--- src/rtl/key_scan_ctrl.sv ---
// Host-side keyboard scan controller: scan strobe, SKCTL/IRQEN/SKRES registers, key/break IRQs, KBCODE latch, overrun.
// Latency: register writes take effect one clk later; keyb_clk and irq_n are registered (one clk after the causing edge); rdata is combinational.
// Backpressure: none; every en tick and host write is accepted unconditionally.
module key_scan_ctrl #(
    parameter int SCAN_DIV = 114
) (
    input  logic       clk,
    input  logic       rst,
    input  logic       en,
    input  logic [3:0] addr,
    input  logic       wr,
    input  logic [7:0] wdata,
    output logic [7:0] rdata,
    input  logic       set_key,
    input  logic       set_break,
    input  logic       key_down,
    input  logic       k_shift,
    input  logic [7:0] kb_data,
    output logic       keyb_clk,
    output logic [1:0] skctls,
    output logic       irq_n
);

    localparam logic [3:0] ADDR_KBCODE = 4'h9;
    localparam logic [3:0] ADDR_SKRES  = 4'hA;
    localparam logic [3:0] ADDR_IRQ    = 4'hE;
    localparam logic [3:0] ADDR_SKCTL  = 4'hF;
    localparam logic [7:0] DIV_LAST    = 8'(SCAN_DIV - 1);

    logic [7:0] r_div;
    logic       r_keyb_clk;
    logic [1:0] r_skctls;
    logic [1:0] r_irqen;       // [1] = break enable (IRQEN bit 7), [0] = key enable (IRQEN bit 6)
    logic       r_pend_key;
    logic       r_pend_brk;
    logic       r_overrun;
    logic [7:0] r_kbcode;
    logic       r_irq_n;

    logic       w_wr_skres;
    logic       w_wr_irqen;
    logic       w_wr_skctl;
    logic       w_key_tick;
    logic       w_brk_tick;
    logic       w_pend_key_nxt;
    logic       w_pend_brk_nxt;

    // Decode host writes and core events; an IRQEN write of 0 beats a same-clk set.
    always_comb begin
        w_wr_skres = wr && (addr == ADDR_SKRES);
        w_wr_irqen = wr && (addr == ADDR_IRQ);
        w_wr_skctl = wr && (addr == ADDR_SKCTL);
        w_key_tick = en && set_key;
        w_brk_tick = en && set_break;

        w_pend_key_nxt = r_pend_key;
        if (w_key_tick && r_irqen[0]) begin
            w_pend_key_nxt = 1'b1;
        end
        if (w_wr_irqen && !wdata[6]) begin
            w_pend_key_nxt = 1'b0;
        end

        w_pend_brk_nxt = r_pend_brk;
        if (w_brk_tick && r_irqen[1]) begin
            w_pend_brk_nxt = 1'b1;
        end
        if (w_wr_irqen && !wdata[7]) begin
            w_pend_brk_nxt = 1'b0;
        end
    end

    // Scan divider and strobe: disabled scan parks the divider at 0 with keyb_clk high.
    always_ff @(posedge clk or posedge rst) begin
        if (rst) begin
            r_div      <= 8'd0;
            r_keyb_clk <= 1'b1;
        end else if (!r_skctls[1]) begin
            r_div      <= 8'd0;
            r_keyb_clk <= 1'b1;
        end else if (en) begin
            r_keyb_clk <= (r_div != DIV_LAST);
            r_div      <= (r_div == DIV_LAST) ? 8'd0 : r_div + 8'd1;
        end
    end

    // Host control registers; writes land regardless of en.
    always_ff @(posedge clk or posedge rst) begin
        if (rst) begin
            r_skctls <= 2'b00;
            r_irqen  <= 2'b00;
        end else begin
            if (w_wr_skctl) begin
                r_skctls <= wdata[1:0];
            end
            if (w_wr_irqen) begin
                r_irqen <= wdata[7:6];
            end
        end
    end

    // Pending flags and the registered interrupt line, which follows the flags' new value.
    always_ff @(posedge clk or posedge rst) begin
        if (rst) begin
            r_pend_key <= 1'b0;
            r_pend_brk <= 1'b0;
            r_irq_n    <= 1'b1;
        end else begin
            r_pend_key <= w_pend_key_nxt;
            r_pend_brk <= w_pend_brk_nxt;
            r_irq_n    <= ~(w_pend_key_nxt | w_pend_brk_nxt);
        end
    end

    // Key code latch and overrun; a new key while one is still pending sets overrun, which beats SKRES.
    always_ff @(posedge clk or posedge rst) begin
        if (rst) begin
            r_kbcode  <= 8'h00;
            r_overrun <= 1'b0;
        end else begin
            if (w_key_tick) begin
                r_kbcode <= kb_data;
            end
            if (w_key_tick && r_pend_key) begin
                r_overrun <= 1'b1;
            end else if (w_wr_skres) begin
                r_overrun <= 1'b0;
            end
        end
    end

    // Read mux; status bits are active low and unused bits read as 1.
    always_comb begin
        rdata = 8'hFF;
        case (addr)
            ADDR_KBCODE: rdata = r_kbcode;
            ADDR_IRQ:    rdata = {~r_pend_brk, ~r_pend_key, 6'h3F};
            ADDR_SKCTL:  rdata = {2'b11, ~r_overrun, 1'b1, ~k_shift, ~key_down, 2'b11};
            default:     rdata = 8'hFF;
        endcase
    end

    assign keyb_clk = r_keyb_clk;
    assign skctls   = r_skctls;
    assign irq_n    = r_irq_n;

endmodule

--- config.mk ---
export PLATFORM = sky130hd
export DESIGN_NAME = key_scan_ctrl
export DESIGN_NICKNAME = d
export VERILOG_FILES = /design/src/rtl/key_scan_ctrl.sv
export SDC_FILE = /design/constraint.sdc
export NUM_CORES = 1
export LEC_CHECK = 0
export BUFFER_PORTS_ARGS = -buffer_cell sky130_fd_sc_hd__buf_2
export CELL_PAD_IN_SITES_DETAIL_PLACEMENT = 1
export CELL_PAD_IN_SITES_GLOBAL_PLACEMENT = 1
export CORE_MARGIN = 2
export CORE_UTILIZATION = 43
export CTS_BUF_LIST = sky130_fd_sc_hd__clkbuf_4 sky130_fd_sc_hd__clkbuf_8
export CTS_CLUSTER_DIAMETER = 40
export DETAILED_ROUTE_END_ITERATION = 10
export GPL_TIMING_DRIVEN = 0
export HOLD_SLACK_MARGIN = 0.1
export MAX_ROUTING_LAYER = met4
export PLACE_DENSITY = 0.88
export SETUP_SLACK_MARGIN = 0.2
export SYNTH_ARGS = -nofsm -noshare
export SYNTH_HDL_FRONTEND = slang
export SYNTH_SLANG_ARGS = --single-unit
--- constraint.sdc ---
create_clock -name clk -period 3.4 [get_ports clk]
set_input_delay 0 -clock clk [delete_from_list [all_inputs] [get_ports clk]]
set_output_delay 0 -clock clk [all_outputs]
set_load 0.03 [all_outputs]
==> flow_results.xml <==
<?xml version="1.0" encoding="UTF-8"?>
<metrics>
  <group name="global_route">
    <metric name="grt_overflow_total" unit="">0</metric>
    <metric name="met2_usage" unit="">0.438</metric>
    <metric name="first_global_vias" unit="">1279</metric>
    <metric name="global_route.usage.met3" unit="">0.0374</metric>
    <metric name="antenna_found_initial" unit="">0</metric>
    <metric name="grt_pass1_wl" unit="µm">6000</metric>
    <metric name="grt_util_met1" unit="">0.270</metric>
    <metric name="grt_max_degree" unit="">26</metric>
    <metric name="overall_global_routing_usage" unit="">0.242</metric>
    <metric name="grt_most_used_layer" unit="">met2</metric>
  </group>
  <group name="floorplan">
    <metric name="number_of_rows_created_at_floorplan" unit="">19</metric>
    <metric name="floorplan.core_area" unit="mm²">0.00281</metric>
    <metric name="dieArea" unit="mm²">0.00346</metric>
    <metric name="die_h" unit="µm">58.8</metric>
    <metric name="start_util" unit="">0.461</metric>
    <metric name="i_o_pin_count" unit="">40</metric>
    <metric name="die_width" unit="µm">58.8</metric>
  </group>
  <group name="yosys">
    <metric name="post_synth_inst_count" unit="">121</metric>
    <metric name="synth-seq-area-share" unit="">0.486</metric>
    <metric name="synth-warning-count" unit="">0</metric>
    <metric name="async_reset_ff_frac" unit="">1.00</metric>
    <metric name="post_synth.cell_area_avg" unit="µm²">10.7</metric>
    <metric name="ys_dominant_reg_cell" unit="">dfrtp_1</metric>
    <metric name="netlist_area" unit="mm²">0.00129</metric>
    <metric name="ys_seq_elements" unit="">25</metric>
    <metric name="synth-edff-count" unit="">0</metric>
    <metric name="netlist-cell-type-count" unit="">38</metric>
    <metric name="synth.net_count" unit="">151</metric>
  </group>
  <group name="outcome">
    <metric name="status" unit="">complete, but fails checks</metric>
    <metric name="violated_checks" unit="">DRC</metric>
  </group>
  <group name="worst_setup_path">
    <metric name="cp-start-kind" unit="">flip-flop</metric>
    <metric name="crit_arrival" unit="ps">2570</metric>
    <metric name="required" unit="ps">3670</metric>
    <metric name="critical-path-slowest-cell" unit="">dlygate4sd3_1</metric>
    <metric name="critical_path.cell_chain" unit="">a31o_2, or2_2, dlygate4sd3_1, a21oi_1, dlygate4sd3_1</metric>
    <metric name="worst_path_dominant_cell_family" unit="">buffers and inverters</metric>
    <metric name="endpoint_kind" unit="">flip-flop</metric>
    <metric name="timing_worst_setup_path_type" unit="">reg2reg</metric>
    <metric name="worst_path_most_repeated_cell" unit="">dlygate4sd3_1</metric>
    <metric name="critPathMaxStageDelay" unit="ps">570</metric>
    <metric name="cp.buffers_inverters" unit="">2</metric>
    <metric name="critical_path.max_fanout" unit="">3</metric>
  </group>
  <group name="cts">
    <metric name="postCtsSetupBuffers" unit="">0</metric>
    <metric name="clk_pin_slew_worst_paths" unit="ps">140</metric>
    <metric name="clock_latency" unit="ps">320</metric>
    <metric name="cts-buffers-inserted" unit="">3</metric>
    <metric name="clkSinkCount" unit="">25</metric>
    <metric name="cts_htree_levels" unit="">1</metric>
    <metric name="clock_tree.buffer_depth" unit="">2</metric>
    <metric name="tritoncts_clock_tree" unit="">built</metric>
    <metric name="cts_root_buffer" unit="">clkbuf_4</metric>
  </group>
  <group name="min_path">
    <metric name="worst_hold_class" unit="">in2reg</metric>
  </group>
  <group name="route">
    <metric name="wire_per_inst" unit="µm">17.3</metric>
    <metric name="vias" unit="">1183</metric>
    <metric name="detailedRoute.firstIterationViolations" unit="">31</metric>
    <metric name="drc_viols" unit="">2</metric>
    <metric name="postRouteWirelength" unit="µm">3670</metric>
    <metric name="pre_antenna_drt_iters" unit="">7</metric>
    <metric name="detail-route-antenna-nets" unit="">0</metric>
    <metric name="avgViaCountPerCell" unit="">5.58</metric>
  </group>
  <group name="placed_design">
    <metric name="gp_congestion" unit="">0.763</metric>
    <metric name="postPlaceCellArea" unit="mm²">0.00150</metric>
    <metric name="pre_cts_ws" unit="ps">1680</metric>
    <metric name="numPortBuffers" unit="">34</metric>
    <metric name="placed_cells" unit="">186</metric>
    <metric name="dp_hpwl" unit="µm">2280</metric>
  </group>
  <group name="pwr">
    <metric name="power.total" unit="mW">0.676</metric>
    <metric name="switching_power" unit="mW">0.209</metric>
    <metric name="share_comb_of_total_power" unit="">0.262</metric>
    <metric name="p_int" unit="mW">0.467</metric>
    <metric name="ir_worst_vdd" unit="mV">0.246</metric>
    <metric name="power.share.sequential" unit="">0.538</metric>
    <metric name="power.density" unit="mW/mm²">386</metric>
    <metric name="power_switching_share" unit="">0.309</metric>
    <metric name="share_clk_of_total_power" unit="">0.200</metric>
    <metric name="power.leakage" unit="nW">0.734</metric>
  </group>
  <group name="sta">
    <metric name="rsz0062_at_grt" unit="">no</metric>
    <metric name="timing_hold_violations_final" unit="">0</metric>
    <metric name="setup_viol_count_final" unit="">0</metric>
    <metric name="slew-limit-headroom" unit="">0.369</metric>
    <metric name="share_of_the_cycle_needed_by_the_critical_path_after_routing" unit="">0.676</metric>
    <metric name="fmax" unit="GHz">0.435</metric>
    <metric name="setup_total_negative_slack" unit="ps">0</metric>
    <metric name="layout_setup_ws" unit="ps">1100</metric>
    <metric name="tightest_slew" unit="ps">946</metric>
    <metric name="finalClockSkew" unit="ps">7.61</metric>
    <metric name="period_needed" unit="ps">2300</metric>
    <metric name="whs" unit="ps">116</metric>
    <metric name="final-max-slew-violation-count" unit="">0</metric>
  </group>
  <group name="cells_and_area">
    <metric name="antenna_cells_inserted" unit="">0</metric>
    <metric name="layout_cell_share_with_drive_strength_beyond_1" unit="">0.337</metric>
    <metric name="postLayoutCoreUtil" unit="">0.624</metric>
    <metric name="layoutNonFillerInstCount" unit="">212</metric>
    <metric name="post_route_design_area" unit="mm²">0.00175</metric>
    <metric name="nets" unit="">212</metric>
    <metric name="area.growth.synth_to_final" unit="%">35.3</metric>
  </group>
  <group name="job">
    <metric name="drv.max_cap_violation_count" unit="">0</metric>
  </group>
</metrics>
==> repair_timing <==
| item | in CTS | in global routing |
|---|---|---|
| hold buffers | 22 | 0 |
| endpoints found under the hold margin | 39 | 0 |
| resized for setup | 0 | 0 |
| setup endpoints to repair | 0 | 0 |
==> path summary, 6_finish.rpt <==
check                             from           to  slack, ps  depth (start not counted)
max                         r_irqen[0]        irq_n       1100                          5
min                                 en     r_div[5]        120                          4
max reg2reg                 r_irqen[0]        irq_n       1100                          5
min reg2reg                r_kbcode[1]  r_kbcode[1]        520                          1
max in group asynchronous          rst  r_kbcode[6]       2380                          3
min in group asynchronous          rst    skctls[0]        440                          3
==> cells in the final DEF, fill, tap and decap left out, types with 2 or more instances in the layout <==
| cell | netlist | final |
|---|---|---|
| mux2_2 | 12 | 12 |
| o21ai_0 | 4 | 4 |
| nand2b_1 | 8 | 8 |
| dfstp_2 | 2 | 2 |
| ha_1 | 2 | 2 |
| inv_1 | 7 | 7 |
| a31o_2 | 2 | 2 |
| nand4_1 | 4 | 4 |
| buf_2 | 2 | 36 |
| dlygate4sd3_1 | 0 | 22 |
| clkbuf_4 | 0 | 3 |
| and3_1 | 2 | 2 |
| nor2b_1 | 4 | 4 |
| dfrtp_1 | 23 | 23 |
| nand2_1 | 7 | 7 |
| o211ai_1 | 3 | 3 |
| nor2_1 | 3 | 3 |
| a21oi_1 | 5 | 5 |
| a31oi_1 | 2 | 2 |
| or3_1 | 2 | 2 |
| o21ai_1 | 2 | 2 |
| o21a_1 | 2 | 2 |
| nand3_1 | 6 | 6 |
==> cell usage after synthesis (2+ instances only) <==
cell type | count | share of area
dfrtp_1 | 23 | 0.45
nand2b_1 | 8 | 0.039
o211ai_1 | 3 | 0.017
a31o_2 | 2 | 0.014
nand2_1 | 7 | 0.020
nand4_1 | 4 | 0.019
nand3_1 | 6 | 0.023
buf_2 | 2 | 0.0077
dfstp_2 | 2 | 0.041
a31oi_1 | 2 | 0.0097
o21ai_1 | 2 | 0.0077
nor2b_1 | 4 | 0.019
mux2_2 | 12 | 0.10
inv_1 | 7 | 0.020
and3_1 | 2 | 0.0097
or3_1 | 2 | 0.0097
a21oi_1 | 5 | 0.019
nor2_1 | 3 | 0.0087
ha_1 | 2 | 0.019
o21a_1 | 2 | 0.012
o21ai_0 | 4 | 0.015
==> layer usage <==
layer / share of wire / wire [µm] / vias to the layer above
li1: - / - / 564
met1: 0.41 / 1510 / 602
met2: 0.56 / 2060 / 15
met3: 0.020 / 74 / 2
met4: 0.0055 / 20 / 0
met5: 0 / 0 / -
==> registers in the layout, summed over array words and instances, names as in the netlist <==
signal      cells
irq_n           1
skctls          2
r_pend_brk      1
keyb_clk        1
r_kbcode        8
r_div           8
r_irqen         2
r_overrun       1
r_pend_key      1
==> worst register-to-register path, cell delays in order, from the launching register on <==
cell	delay (ps)
dfrtp_1	410
a31o_2	270
or2_2	290
dlygate4sd3_1	560
a21oi_1	150
dlygate4sd3_1	570
==> cell type report <==
cell class	instances	area, µm²
Buffer	3	13.8
Clock buffer	3	22.5
Clock inverter	1	5.00
Fill cell	321	1060
Inverter	7	26.3
Multi-Input combinational cell	86	624
Sequential cell	25	628
Tap cell	31	38.8
Timing Repair Buffer	56	390
==> power by group through the flow <==
| stage | Clock (mW) | Sequential (mW) | Combinational, mW |
|---|---|---|---|
| after floorplan | 0 | 0.375 | 0.0871 |
| after global placement | 0 | 0.364 | 0.139 |
| after detailed placement | 0 | 0.368 | 0.147 |
| after CTS | 0.139 | 0.362 | 0.174 |
| after global routing | 0.150 | 0.368 | 0.193 |
| final | 0.135 | 0.364 | 0.177 |
==> logic make-up after synthesis <==
family                     after synthesis  share of synthesized area
muxes                                   12                      0.105
adders and majority gates                2                     0.0194
DFF                                     25                      0.486
buffers and inverters                   10                     0.0310
and+or+nand+nor                         44                      0.202
xor gates and xnor gates                 1                    0.00678
AOI/OAI and AO/OA                       27                      0.150
(Power assumes the default switching activity.)
